## src/rtl/exe_pkg.sv

```systemverilog
// Shared definitions for the iterative multiply/divide unit: op encodings,
// FSM states and the per-op latency helper.
package exe_pkg;

    localparam logic [2:0] OP_MUL   = 3'd0;
    localparam logic [2:0] OP_MULH  = 3'd1;
    localparam logic [2:0] OP_MULHU = 3'd2;
    localparam logic [2:0] OP_DIV   = 3'd3;
    localparam logic [2:0] OP_DIVU  = 3'd4;
    localparam logic [2:0] OP_REM   = 3'd5;
    localparam logic [2:0] OP_REMU  = 3'd6;

    typedef enum logic [1:0] {
        IDLE,
        BUSY,
        DONE
    } state_t;

    function automatic logic op_is_div(input logic [2:0] op);
        return (op >= OP_DIV) && (op <= OP_REMU);
    endfunction

    // Cycles from accept edge to out_valid; the final cycle is the sign fix-up.
    function automatic int unsigned op_lat(input logic [2:0] op,
                                           input int unsigned xlen,
                                           input int unsigned unroll);
        return op_is_div(op) ? xlen + 1 : xlen / unroll + 1;
    endfunction

endpackage

```

## src/rtl/muldiv_datapath.sv

```systemverilog
// Shift-add multiplier (UNROLL bits/step) and restoring divider (1 bit/step).
// MULDIV_SIGNED_EN selects two's-complement handling of MULH/DIV/REM.
module muldiv_datapath
    import exe_pkg::*;
#(
    parameter int unsigned XLEN   = 32,
    parameter int unsigned UNROLL = 1
) (
    input  logic            clk,
    input  logic            rst,
    input  logic            load_i,
    input  logic            step_i,
    input  logic [2:0]      op_i,
    input  logic [XLEN-1:0] a_i,
    input  logic [XLEN-1:0] b_i,
    output logic [XLEN-1:0] res_o
);

`ifdef MULDIV_SIGNED_EN
    localparam logic SIGNED_EN = 1'b1;
`else
    localparam logic SIGNED_EN = 1'b0;
`endif

    // acc_q: product high half / partial remainder; lo_q: multiplier / quotient.
    logic [XLEN-1:0] acc_q, lo_q, opnd_q;
    logic            div_q, sel_q, negq_q, negr_q, bzero_q;

    logic            sgn, neg_a, neg_b;
    logic [XLEN-1:0] abs_a, abs_b;

    always_comb begin
        sgn   = SIGNED_EN && (op_i == OP_MULH || op_i == OP_DIV || op_i == OP_REM);
        neg_a = sgn & a_i[XLEN-1];
        neg_b = sgn & b_i[XLEN-1];
        abs_a = neg_a ? -a_i : a_i;
        abs_b = neg_b ? -b_i : b_i;
    end

    logic [XLEN+UNROLL-1:0] partial, sum;
    logic [XLEN:0]          shifted, trial;

    always_comb begin
        partial = '0;
        for (int unsigned i = 0; i < UNROLL; i++) begin
            if (lo_q[i]) partial = partial + ({{UNROLL{1'b0}}, opnd_q} << i);
        end
        sum     = {{UNROLL{1'b0}}, acc_q} + partial;
        shifted = {acc_q, lo_q[XLEN-1]};
        trial   = shifted - {1'b0, opnd_q};
    end

    always_ff @(posedge clk or posedge rst) begin
        if (rst) begin
            acc_q   <= '0;
            lo_q    <= '0;
            opnd_q  <= '0;
            div_q   <= 1'b0;
            sel_q   <= 1'b0;
            negq_q  <= 1'b0;
            negr_q  <= 1'b0;
            bzero_q <= 1'b0;
        end else if (load_i) begin
            acc_q   <= '0;
            lo_q    <= abs_a;
            opnd_q  <= abs_b;
            div_q   <= op_is_div(op_i);
            sel_q   <= (op_i == OP_MULH) || (op_i == OP_MULHU) ||
                       (op_i == OP_REM)  || (op_i == OP_REMU);
            negq_q  <= neg_a ^ neg_b;
            negr_q  <= neg_a;
            bzero_q <= (b_i == '0);
        end else if (step_i) begin
            if (div_q) begin
                if (!trial[XLEN]) begin
                    acc_q <= trial[XLEN-1:0];
                    lo_q  <= {lo_q[XLEN-2:0], 1'b1};
                end else begin
                    acc_q <= shifted[XLEN-1:0];
                    lo_q  <= {lo_q[XLEN-2:0], 1'b0};
                end
            end else begin
                acc_q <= sum[XLEN+UNROLL-1:UNROLL];
                lo_q  <= {sum[UNROLL-1:0], lo_q[XLEN-1:UNROLL]};
            end
        end
    end

    logic [2*XLEN-1:0] prod;
    logic [XLEN-1:0]   quot, rem;

    // Divide-by-zero keeps an all-ones quotient regardless of dividend sign.
    always_comb begin
        prod = {acc_q, lo_q};
        if (negq_q) prod = -prod;
        quot = bzero_q ? '1 : (negq_q ? -lo_q : lo_q);
        rem  = negr_q ? -acc_q : acc_q;
        if (div_q) res_o = sel_q ? rem : quot;
        else       res_o = sel_q ? prod[2*XLEN-1:XLEN] : prod[XLEN-1:0];
    end

endmodule

```

## src/rtl/exe_muldiv_iter.sv

```systemverilog
// Iterative mul/div unit for EXE: handshake FSM, latency counter, tag/result regs.
// MULDIV_SIGNED_EN enables signed MULH/DIV/REM in the datapath.
module exe_muldiv_iter
    import exe_pkg::*;
#(
    parameter int unsigned XLEN   = 32,
    parameter int unsigned UNROLL = 1,
    parameter int unsigned TAG_W  = 5
) (
    input  logic             clk,
    input  logic             rst,
    input  logic             in_valid,
    output logic             in_ready,
    input  logic [2:0]       op,
    input  logic [XLEN-1:0]  a,
    input  logic [XLEN-1:0]  b,
    input  logic [TAG_W-1:0] tag_in,
    input  logic             flush,
    output logic             out_valid,
    input  logic             out_ready,
    output logic [XLEN-1:0]  result,
    output logic [TAG_W-1:0] tag_out
);

    localparam int unsigned CNT_W = $clog2(XLEN + 1);

    state_t             state_q, state_d;
    logic [CNT_W-1:0]   cnt_q, cnt_d;
    logic [TAG_W-1:0]   tag_pend_q, tag_q;
    logic [XLEN-1:0]    result_q, dp_res;
    logic               load, step, fix;

    muldiv_datapath #(
        .XLEN   (XLEN),
        .UNROLL (UNROLL)
    ) u_dp (
        .clk    (clk),
        .rst    (rst),
        .load_i (load),
        .step_i (step),
        .op_i   (op),
        .a_i    (a),
        .b_i    (b),
        .res_o  (dp_res)
    );

    always_comb begin
        state_d = state_q;
        cnt_d   = cnt_q;
        load    = 1'b0;
        step    = 1'b0;
        fix     = 1'b0;
        case (state_q)
            IDLE: if (in_valid) begin
                load    = 1'b1;
                state_d = BUSY;
                cnt_d   = CNT_W'(op_lat(op, XLEN, UNROLL) - 1);
            end
            BUSY: if (cnt_q == '0) begin
                fix     = 1'b1;
                state_d = DONE;
            end else begin
                step    = 1'b1;
                cnt_d   = cnt_q - CNT_W'(1);
            end
            DONE: if (out_ready) state_d = IDLE;
            default: state_d = IDLE;
        endcase
        // Flush overrides accept, completion and drain alike.
        if (flush) begin
            state_d = IDLE;
            cnt_d   = '0;
            load    = 1'b0;
            step    = 1'b0;
            fix     = 1'b0;
        end
    end

    always_ff @(posedge clk or posedge rst) begin
        if (rst) begin
            state_q    <= IDLE;
            cnt_q      <= '0;
            tag_pend_q <= '0;
            tag_q      <= '0;
            result_q   <= '0;
        end else begin
            state_q <= state_d;
            cnt_q   <= cnt_d;
            if (load) tag_pend_q <= tag_in;
            if (fix) begin
                result_q <= dp_res;
                tag_q    <= tag_pend_q;
            end
        end
    end

    assign in_ready  = (state_q == IDLE);
    assign out_valid = (state_q == DONE);
    assign result    = result_q;
    assign tag_out   = tag_q;

endmodule
```

## config.mk

```make
export PLATFORM = sky130hd
export DESIGN_NAME = exe_muldiv_iter
export DESIGN_NICKNAME = d
export VERILOG_FILES = /design/src/rtl/exe_pkg.sv /design/src/rtl/muldiv_datapath.sv /design/src/rtl/exe_muldiv_iter.sv
export SDC_FILE = /design/constraint.sdc
export NUM_CORES = 1
export LEC_CHECK = 0
export BUFFER_PORTS_ARGS = -buffer_cell sky130_fd_sc_hd__buf_2
export CORE_UTILIZATION = 55
export CTS_CLUSTER_SIZE = 24
export DETAILED_ROUTE_END_ITERATION = 7
export PLACE_DENSITY = 0.78
export SETUP_SLACK_MARGIN = 0.3
export SYNTH_ARGS = -nofsm -noshare
export SYNTH_HDL_FRONTEND = slang
export SYNTH_HIERARCHICAL = 1
export SYNTH_SLANG_ARGS = --single-unit
```

## constraint.sdc

```tcl
create_clock -name clk -period 3.2 [get_ports clk]
set_input_delay 0.16 -clock clk [delete_from_list [all_inputs] [get_ports clk]]
set_output_delay 0.16 -clock clk [all_outputs]
set_load 0.05 [all_outputs]
```

### After elaboration in Yosys (flattened, before gate mapping)

Index checks and enable logic that the tools add are counted.

| word-level totals | value |
|---|---|
| flip-flop bits (word level) | 149 |
| bits of input ports | 77 |
| output and inout bits | 39 |

| operators by class | value |
|---|---|
| add/subtract/negate cells | 3 |
| $lt $le $gt $ge | 2 |
| equal/unequal tests | 10 |
| muxes and demuxes | 31 |
| reductions and logical operators | 11 |

Operators with widths:

| operator | number |
|---|---|
| 32-bit two-way mux | 12 |
| 32-bit by 33-bit adder with 33-bit output | 1 |
| 33-bit by 32-bit subtractor with 33-bit output | 1 |
| 32-bit logical NOT | 1 |
| 6-bit two-way mux | 3 |
| 6-bit one-hot mux with 2 select lines | 1 |
| 1-bit two-way mux | 10 |
| 2-bit two-way mux | 4 |
| 3-bit == test (second input constant) | 2 |
| 6-bit logical NOT | 1 |
| 3-bit by 2-bit inequality test with 1-bit output (second input constant) | 2 |
| 3-bit inequality test (second input constant) | 2 |
| 2-bit one-hot mux with 3 select lines | 1 |
| 3-bit AND reduction | 2 |
| 6-bit by 1-bit subtractor with 6-bit output (second input constant) | 1 |
| 3-bit by 1-bit == test with 1-bit output (second input constant) | 1 |
| 3-bit by 2-bit == test with 1-bit output (second input constant) | 1 |
| 3-bit by 2-bit >= comparator with 1-bit output (second input constant) | 1 |
| 3-bit less-or-equal comparator (second input constant) | 1 |
| 1-bit logical OR | 3 |
| 3-bit nonzero test | 1 |
| 2-bit by 1-bit == test with 1-bit output (second input constant) | 1 |
| 2-bit == test (second input constant) | 1 |
| 2-bit logical NOT | 1 |
| other kinds (2) | 2 |

### Logic depth before layout (Yosys ltp)

Gate-level depths: netlist of run 1.

| logic depth | value |
|---|---|
| word-level depth | 6 |
| gate-level depth with buffers | 13 |
| depth with buffers taken out | 13 |

### Hierarchy

Netlist of run 1, hierarchy kept.

By module, submodules not included:

| module | times used | cells each | area each (µm²) | seq. area each (µm²) |
|---|---|---|---|---|
| muldiv_datapath | 1 | 1,116 | 9,075.0 | 2,477.4 |
| exe_muldiv_iter | 1 | 151 | 2,230.9 | 1,251.2 |

### Worst setup path before layout of run 1

Ideal clock, no wire load.

| path | value |
|---|---|
| path type | register -> register |
| from | reg u_dp.lo_q[0] |
| to | reg u_dp.acc_q[31] |
| arrival time | 2.959 ns |
| data required time | 3.076 ns |
| setup slack | 0.117 ns |
| cell stages (with the launch flop) | 14 |
| path buffers | 2 |
| cell sequence | dfrtp_1 > clkbuf_1 > and2_1 > ha_1 > clkbuf_1 > and3_2 > and2_4 > a211o_2 > a22o_2 > a31oi_4 > a211oi_2 > a2111oi_1 > a2111oi_2 > o31a_1 |

| on the way | value |
|---|---|
| word-level cells in the longest chain between the ends | 5 |

Ends and longest elaborated chain:

| element | line | source |
|---|---|---|
| from (decl) | muldiv_datapath.sv:26 | `logic [XLEN-1:0] acc_q, lo_q, opnd_q;` |
| from (signal assigned) | muldiv_datapath.sv:65 | `lo_q <= abs_a;` |
| from (signal assigned) | muldiv_datapath.sv:77 | `lo_q <= {lo_q[XLEN-2:0], 1'b1};` |
| from (signal assigned) | muldiv_datapath.sv:80 | `lo_q <= {lo_q[XLEN-2:0], 1'b0};` |
| 32-bit two-way mux | muldiv_datapath.sv:46 | `if (lo_q[i]) partial = partial + ({{UNROLL{1'b0}}, opnd_q} << i);` |
| 32-bit by 33-bit adder with 33-bit output | muldiv_datapath.sv:48 | `sum = {{UNROLL{1'b0}}, acc_q} + partial;` |
| 32-bit two-way mux | muldiv_datapath.sv:74 | `if (div_q) begin` |
| 32-bit two-way mux | muldiv_datapath.sv:73 | `end else if (step_i) begin` |
| 32-bit two-way mux | muldiv_datapath.sv:63 | `end else if (load_i) begin` |
| to (signal assigned) | muldiv_datapath.sv:76 | `acc_q <= trial[XLEN-1:0];` |
| to (signal assigned) | muldiv_datapath.sv:79 | `acc_q <= shifted[XLEN-1:0];` |
| to (signal assigned) | muldiv_datapath.sv:83 | `acc_q <= sum[XLEN+UNROLL-1:UNROLL];` |
| to (decl) | muldiv_datapath.sv:26 |  |

No other way between the ends. The select of a mux whose other input is x is not followed.
A chain may end at the register's enable or synchronous reset.

### Final worst setup path of run 1

| path | value |
|---|---|
| from | reg u_dp.lo_q[0] |
| to | reg u_dp.acc_q[25] |

The elaborated chain is that of the path after synthesis.

==> impl_summary.log, run 1 <==
[metrics] setup clock skew after layout: 0.0135 ns
[metrics] proportion of power drawn by flip-flops and latches: 20.8%
[metrics] number of buffers inserted during clock tree synthesis: 17
[metrics] Final Critical Period: 3.11 ns
[metrics] net switching fraction of the power: 47.8%
[metrics] clock network fraction of total power: 13.2%
[metrics] class of the most critical hold timing path: input pin to register
[metrics] switching power: 8100 uW
[metrics] count of pins over their slew limit: 0
[metrics] clock transition at the register clock pins on the worst setup and hold paths after CTS: 0.07 ns
[metrics] CTS root buf: sky130_fd_sc_hd__clkbuf_16
[metrics] share of async-settable or async-resettable flops after synthesis: 100%
[metrics] die outline area: 0.0211 sq mm
[metrics] part of the power in combinational logic: 66.0%
[metrics] most used cells in the layout excluding fill and tap cells: 144 x sky130_fd_sc_hd__dfrtp_1, 115 x sky130_fd_sc_hd__buf_2, 112 x sky130_fd_sc_hd__nand2_1
[metrics] net count after synthesis: 1414
[metrics] largest cells by area after synthesis: sky130_fd_sc_hd__dfrtp_1 33%, sky130_fd_sc_hd__ha_1 7.5%, sky130_fd_sc_hd__o21ai_0 5.1%
[metrics] count of flip-flops with a built-in enable after synthesis: 0
[metrics] max-cap violation count: 0
[metrics] clock insertion delay at the later pin of the skew report: 0.43 ns
[metrics] synthesized area per cell: 8.92 sq um
[metrics] Non-Filler Cell Area, Final: 0.0147 sq mm
[metrics] antenna viol nets, final: 0
[metrics] wire length of the first global-routing pass: 57.2 mm
[metrics] routability congestion estimate: 0.957
[metrics] Max-slew headroom: 27.8%
[metrics] data required time at the worst endpoint: 3.54 ns
[metrics] Iter 0 DRT Violations: 971
[metrics] proportion of synthesized chip area in sequential cells: 33.0%
[metrics] arrival time at the worst endpoint: 3.45 ns
[metrics] Leak: 0.00690 uW
[metrics] detailed-placement wirelength estimate: 24.1 mm
[metrics] internal power: 8840 uW
[metrics] highest net fanout along the worst path: 26
[metrics] pre-CTS setup slack: 0.0298 ns
[metrics] final setup violating endpoints: 0
[metrics] Cell Chain, Critical Path: buf_12 > and2_1 > ha_4 > nand2_2 > or3_4 > a221o_1 > a21oi_4 > buf_4 > a21oi_1 > xor2_1 > a22o_1 > a221oi_2
[metrics] Initial Util: 56.1%
[metrics] highest cell delay on the worst timing path: 0.41 ns
[metrics] number of buffers between clock root and the deepest sink: 2
[metrics] CTS tree: done
[metrics] unrepaired setup endpoints after global routing: true
[metrics] category of the worst setup path capture point: register
[metrics] routed length per instance: 20.6 um
[metrics] Period Utilization, post-route: 97.1%
[metrics] H-tree level count: 4
[metrics] Die X-Extent: 145 um
[metrics] total congestion overflow: 0
[metrics] Max Fclk: 0.322 GHz
[metrics] number of global-route vias before repair: 10806
[metrics] number of placement rows: 52
[metrics] final routed wirelength across all metal layers: 36.7 mm
[metrics] unique cell type count in the Yosys netlist: 96
[metrics] area after detailed placement: 0.0125 sq mm
[metrics] Finished Core Util: 72.9%
[metrics] maximum vdd drop: 0.839 mV
[metrics] Yosys top cell by area: sky130_fd_sc_hd__dfrtp_1
[metrics] nets: 1646
[metrics] antenna violations before repair: 0
[metrics] result of the run: finished, final reports clean
[metrics] count of input and output buffers: 115
[metrics] kind of start point of the critical path: register
[metrics] First-pass DRT Iterations: 5
[metrics] commonest non-fill, non-tap cell in the layout: sky130_fd_sc_hd__dfrtp_1
[metrics] post-detailed-route DRC marker count: 0
[metrics] number of warning messages in the yosys log: 6
[metrics] all-layer global routing usage: 34.5%
[metrics] core box area: 0.0202 sq mm
[metrics] TritonCTS sink count: 149
[metrics] worst path setup slack after routing: 0.0932 ns
[metrics] crit path kind: register to register
[metrics] layout cells sized above 1: 28.1%
[metrics] total negative slack for setup checks: 0 ns
[metrics] I/O pin cnt: 116
[metrics] Pwr per Cell Area: 1150 mW/mm^2
[metrics] post-synthesis instance area: 0.0113 sq mm
[metrics] portion of synthesized cell area occupied by the leading cell type: 33.0%
[metrics] post-synthesis cell count: 1267
[metrics] total vias in the final route: 10951
[metrics] total inserted antenna cells: 0
[metrics] via density per instance: 6.15
[metrics] master of the slowest instance on the critical path: sky130_fd_sc_hd__dfrtp_1
[metrics] layout overhead on the synthesized area: 30.1%
[metrics] pin count of the biggest net entering global routing: 155
[metrics] Final Hold Vio Count: 0
[metrics] die outline height: 145 um
[metrics] Post-synth top flop: sky130_fd_sc_hd__dfrtp_1
[metrics] synthesis-stage register bit count: 149
[metrics] Slew @ Worst Pin: 1.08 ns
## per-layer routing
layer,part of all wire (%),global-route usage (%),routed length [um]
met1,42,45.5,15500
met2,46,55.1,17000
met3,7.9,6.83,2890
met4,3.6,15.3,1310
met5,0,0,0
## synth_stat cells (all sizes together) (6+ instances only)
cell type	count
dfrtp	149
o21ai	118
nand2	114
a21oi	104
nor2	99
ha	68
inv	61
mux2i	56
clkbuf	46
mux2	46
and2	36
xnor2	31
a21o	29
o22a	25
buf	23
nor3	20
xor2	20
nand3	18
a22oi	16
a211oi	15
a31oi	13
o211ai	12
nand4	11
nor2b	9
o21a	9
nand2b	8
o21bai	8
o31ai	8
and3	6
nor4	6
or3	6
## timing repair
item / in CTS / in global routing
setup buffers: 18 / 17
endpoints found under the setup margin: 33 / 33
cloned: 3 / 0
resized for setup: 53 / 86
hold buffers: 61 / 0
pin swaps: 23 / 39
endpoints found under the hold margin: 120 / 0
## critical path, delay by kind of cell (launching register included)
family | cells | cell delay (ns)
flops | 1 | 0.41
fa+ha+maj | 1 | 0.29
compound gates | 5 | 1.16
simple gates | 3 | 0.65
xor+xnor | 1 | 0.17
buf+inv | 2 | 0.32
## power by group through the flow
| stage | clock (uW) | sequential [uW] | combinational [uW] |
|---|---|---|---|
| after floorplan | 0 | 3970 | 6350 |
| after global placement | 0 | 3410 | 9290 |
| after detailed placement | 0 | 3440 | 9420 |
| after CTS | 2250 | 3450 | 10100 |
| after global routing | 2320 | 3610 | 11900 |
| final | 2230 | 3530 | 11200 |
## registers in the layout, indices dropped and copies added, names as in the netlist
| name | count |
|---|---|
| u_dp/acc_q | 32 |
| state_q | 2 |
| tag_pend_q | 5 |
| u_dp/sel_q | 1 |
| u_dp/opnd_q | 32 |
| tag_out | 5 |
| u_dp/div_q | 1 |
| u_dp/lo_q | 32 |
| result | 32 |
| u_dp/bzero_q | 1 |
| cnt_q | 6 |
## through the flow
stage	std cells	hold WS [ns]	total power (uW)
floorplan	1267	0.281	10300
global placement	1651	0.367	12700
detailed placement	1651	0.373	12900
CTS	1765	0.000424	15800
global route	1782	0.0119	17900
finish	1782	0.0132	16900
## logic make-up (layout without fill, tap and decap cells)
| group | Yosys count | in the layout | share of synthesized area, % |
|---|---|---|---|
| buf+inv | 132 | 375 | 5.44 |
| fa+ha+maj | 70 | 70 | 7.88 |
| flops | 149 | 149 | 33.0 |
| mux | 102 | 102 | 10.5 |
| simple gates | 353 | 355 | 15.2 |
| xor+xnor | 51 | 51 | 3.95 |
| compound gates | 410 | 410 | 24.0 |
## final timing paths
| check | from | end | slack [ns] | cells past startpoint |
|---|---|---|---|---|
| min in group asynchronous | rst | u_dp/lo_q[4] | 0.50 | 3 |
| max in group asynchronous | rst | u_dp/acc_q[2] | 1.91 | 4 |
| worst min register to register | tag_out[2] | tag_out[2] | 0.51 | 1 |
| worst min-delay path | a[11] | u_dp/lo_q[11] | 0.01 | 3 |
| worst max-delay path | u_dp/lo_q[0] | u_dp/acc_q[25] | 0.09 | 12 |
| worst max register to register | u_dp/lo_q[0] | u_dp/acc_q[25] | 0.09 | 12 |
## layout make-up
type | count | area [sq um]
Multi-Input combinational cell | 988 | 7630
Fill cell | 1496 | 5470
Sequential cell | 149 | 3730
Timing Repair Buffer | 281 | 2130
Clock buffer | 17 | 425
Tap cell | 270 | 338
Inverter | 62 | 235
Clock inverter | 15 | 215
(Power assumes the default switching activity.)
==> run 2: changes to the inputs <==
Settings changed: CORE_ASPECT_RATIO set to 1.25.
==> run 2 against run 1 <==
Against the previous run:
- critical path depth is the same
- die area is essentially flat
- clock-buffer cell count is the same
- final area grew 0.38%
- worst hold slack gained 0.015 ns
- clock skew shrank 0.0045 ns
- via count grew 0.59%
- fmax grew 0.40%
- setup slack gained 0.012 ns
- power shrank 2.6%
- register-to-register slack is essentially flat
- critical endpoint is now u_dp/acc_q[31]
==> impl_summary.log, run 2 (same netlist as run 1, synthesis figures left out) <==
[metrics] switching power: 7950 uW (-1.8%)
[metrics] total inserted antenna cells: 0 (unchanged)
[metrics] clock insertion delay at the later pin of the skew report: 0.43 ns (about the same)
[metrics] layout cells sized above 1: 29.3% (+1.2 points)
[metrics] core box area: 0.0201 sq mm (-0.33%)
[metrics] Cell Chain, Critical Path: inv_1 > ha_1 > a21oi_1 > o21ai_1 > a2111o_1 > nor3b_4 > a211oi_2 > buf_4 > and3b_1 > o41a_1 > xor2_1 > o31a_1
[metrics] category of the worst setup path capture point: register
[metrics] CTS tree: done
[metrics] met3 capacity usage during global routing: 4.84% (-2.0 points)
[metrics] count of input and output buffers: 115 (unchanged)
[metrics] result of the run: finished, final reports clean
[metrics] final setup violating endpoints: 0 (unchanged)
[metrics] Final Critical Period: 3.09 ns (-0.0125 ns)
[metrics] Slew @ Worst Pin: 0.900 ns (-0.182 ns)
[metrics] Die X-Extent: 130 um (-10%)
[metrics] total vias in the final route: 11016 (+0.59%)
[metrics] proportion of power drawn by flip-flops and latches: 20.9% (about the same)
[metrics] Global Route met2 Usage: 56.5% (+1.4 points)
[metrics] kind of start point of the critical path: register
[metrics] nets: 1656 (+0.61%)
[metrics] pin count of the biggest net entering global routing: 155 (unchanged)
[metrics] arrival time at the worst endpoint: 3.42 ns (-0.03 ns)
[metrics] most crowded layer after global routing: met2
[metrics] final routed wirelength across all metal layers: 35.7 mm (-2.6%)
[metrics] number of buffers inserted during clock tree synthesis: 17 (unchanged)
[metrics] Iter 0 DRT Violations: 789 (-19%)
[metrics] Initial Util: 56.2% (+0.19 points)
[metrics] crit path kind: register to register
[metrics] pre-CTS setup slack: -0.146 ns (-0.175 ns)
[metrics] internal power: 8540 uW (-3.3%)
[metrics] commonest non-fill, non-tap cell in the layout: sky130_fd_sc_hd__dfrtp_1
[metrics] number of placement rows: 58 (+12%)
[metrics] die outline height: 162 um (+12%)
[metrics] worst path setup slack after routing: 0.106 ns (+0.0125 ns)
[metrics] die outline area: 0.0211 sq mm (about the same)
[metrics] Leak: 0.00692 uW (+0.30%)
[metrics] met1 routing resource usage after global routing: 44.3% (-1.1 points)
[metrics] Finished Core Util: 73.4% (+0.53 points)
[metrics] unrepaired setup endpoints after global routing: true
[metrics] Pwr per Cell Area: 1120 mW/mm^2 (-3.0%)
[metrics] detailed-placement wirelength estimate: 24.2 mm (+0.46%)
[metrics] all-layer global routing usage: 34.7% (+0.20 points)
[metrics] number of global-route vias before repair: 11093 (+2.7%)
[metrics] most used cells in the layout excluding fill and tap cells: 147 x sky130_fd_sc_hd__dfrtp_1, 115 x sky130_fd_sc_hd__buf_2, 112 x sky130_fd_sc_hd__nand2_1
[metrics] via density per instance: 6.15 (about the same)
[metrics] number of buffers between clock root and the deepest sink: 2 (unchanged)
[metrics] Period Utilization, post-route: 96.7% (-0.39 points)
[metrics] First-pass DRT Iterations: 5 (unchanged)
[metrics] master of the slowest instance on the critical path: sky130_fd_sc_hd__a2111o_1
[metrics] net switching fraction of the power: 48.2% (+0.40 points)
[metrics] maximum vdd drop: 0.759 mV (-9.5%)
[metrics] data required time at the worst endpoint: 3.52 ns (-0.02 ns)
[metrics] Final Hold Vio Count: 0 (unchanged)
[metrics] Design Power: 16500 uW (-2.6%)
[metrics] max-cap violation count: 0 (unchanged)
[metrics] total congestion overflow: 0 (unchanged)
[metrics] setup clock skew after layout: 0.00896 ns (-0.00452 ns)
[metrics] routed length per instance: 19.9 um (-3.1%)
[metrics] CTS root buf: sky130_fd_sc_hd__clkbuf_16
[metrics] final std cells w/o fill: 1791 (+0.51%)
[metrics] layout overhead on the synthesized area: 30.6%
[metrics] clock network fraction of total power: 11.9% (-1.3 points)
[metrics] routability congestion estimate: 0.969 (+1.3%)
[metrics] I/O pin cnt: 116 (unchanged)
[metrics] clock transition at the register clock pins on the worst setup and hold paths after CTS: 0.07 ns (about the same)
[metrics] post-detailed-route DRC marker count: 0 (unchanged)
[metrics] TritonCTS sink count: 149 (unchanged)
[metrics] Max Fclk: 0.323 GHz (+0.40%)
[metrics] part of the power in combinational logic: 67.1% (+1.1 points)
[metrics] highest net fanout along the worst path: 6 (-77%)
[metrics] count of placed standard cells including taps: 1670 (+1.2%)
[metrics] class of the most critical hold timing path: input pin to register
[metrics] H-tree level count: 4 (unchanged)
[metrics] antenna viol nets, final: 0 (unchanged)
[metrics] count of pins over their slew limit: 0 (unchanged)
[metrics] Max-slew headroom: 39.5% (+12 points)
[metrics] antenna violations before repair: 0 (unchanged)
[metrics] wire length of the first global-routing pass: 56.6 mm (-1.1%)
[metrics] highest cell delay on the worst timing path: 0.41 ns (about the same)
-- run 2: cell count changes in the layout (fill, tap and decap cells not counted), sizes merged --
cell | previous run | this run
bufinv | 3 | 0
inv | 68 | 70
dlygate4sd3 | 61 | 65
buf | 220 | 228
nand2 | 116 | 114
-- run 2: through the flow --
stage	hold slack (ns)	setup TNS, ns	cell area (sq um)
after detailed placement	0.326	-0.730	12600
final	0.0278	0	14800
after CTS	0.0142	0	14400
after floorplan	0.281	0	11400
after global routing	0.0428	-0.0155	14800
after global placement	0.326	-0.358	12600
-- run 2: final timing paths --
| path | from | endpoint | slack (ns) | cells after the start |
|---|---|---|---|---|
| worst max-delay path | u_dp/opnd_q[12] | u_dp/acc_q[31] | 0.11 | 12 |
| worst min-delay path | b[14] | u_dp/opnd_q[14] | 0.03 | 3 |
| worst max register to register | u_dp/opnd_q[12] | u_dp/acc_q[31] | 0.11 | 12 |
| worst min register to register | cnt_q[1] | cnt_q[1] | 0.51 | 2 |
| max in group asynchronous | rst | tag_pend_q[4] | 1.99 | 4 |
| min in group asynchronous | rst | u_dp/lo_q[7] | 0.42 | 3 |
-- run 2: per-layer routing --
metal / routed length [um] / up-vias / share of wire, %
li1: - / 5085 / -
met3: 2340 / 127 / 6.6
met1: 14500 / 5304 / 41
met4: 1700 / 0 / 4.8
met5: 0 / - / 0
met2: 17100 / 500 / 48
-- run 2: what timing repair did --
item,4_1_cts,5_1_grt
buffers inserted,18,6
pin swaps,57,41
endpoints found under the hold margin,153,0
setup endpoints to repair,33,33
hold buffers,65,0
gates resized for setup,100,67
cloned,1,0
-- run 2: final cells by class --
class | instances | area (sq um)
inverter | 62 | 235
clock buffer | 17 | 425
fill | 1407 | 5340
tap | 270 | 338
sequential | 149 | 3730
multi-input combinational | 986 | 7660
timing repair buffer | 293 | 2230
clock inverter | 14 | 136
-- run 2: power groups by stage --
stage / Combinational (uW) / Clock, uW / Sequential (uW)
finish: 11100 / 1970 / 3460
global route: 11800 / 2060 / 3540
CTS: 10300 / 1990 / 3410
detailed placement: 9410 / 0 / 3400
global placement: 9270 / 0 / 3390
floorplan: 6350 / 0 / 3970
-- run 2: worst max-delay path: cells and delay by family (launching register included) --
kind	cells	cell delay, ns
buffers and inverters	2	0.27
xor gates and xnor gates	1	0.17
DFF	1	0.38
adders and majority gates	1	0.33
AOI/OAI and AO/OA	6	1.43
and+or+nand+nor	2	0.42
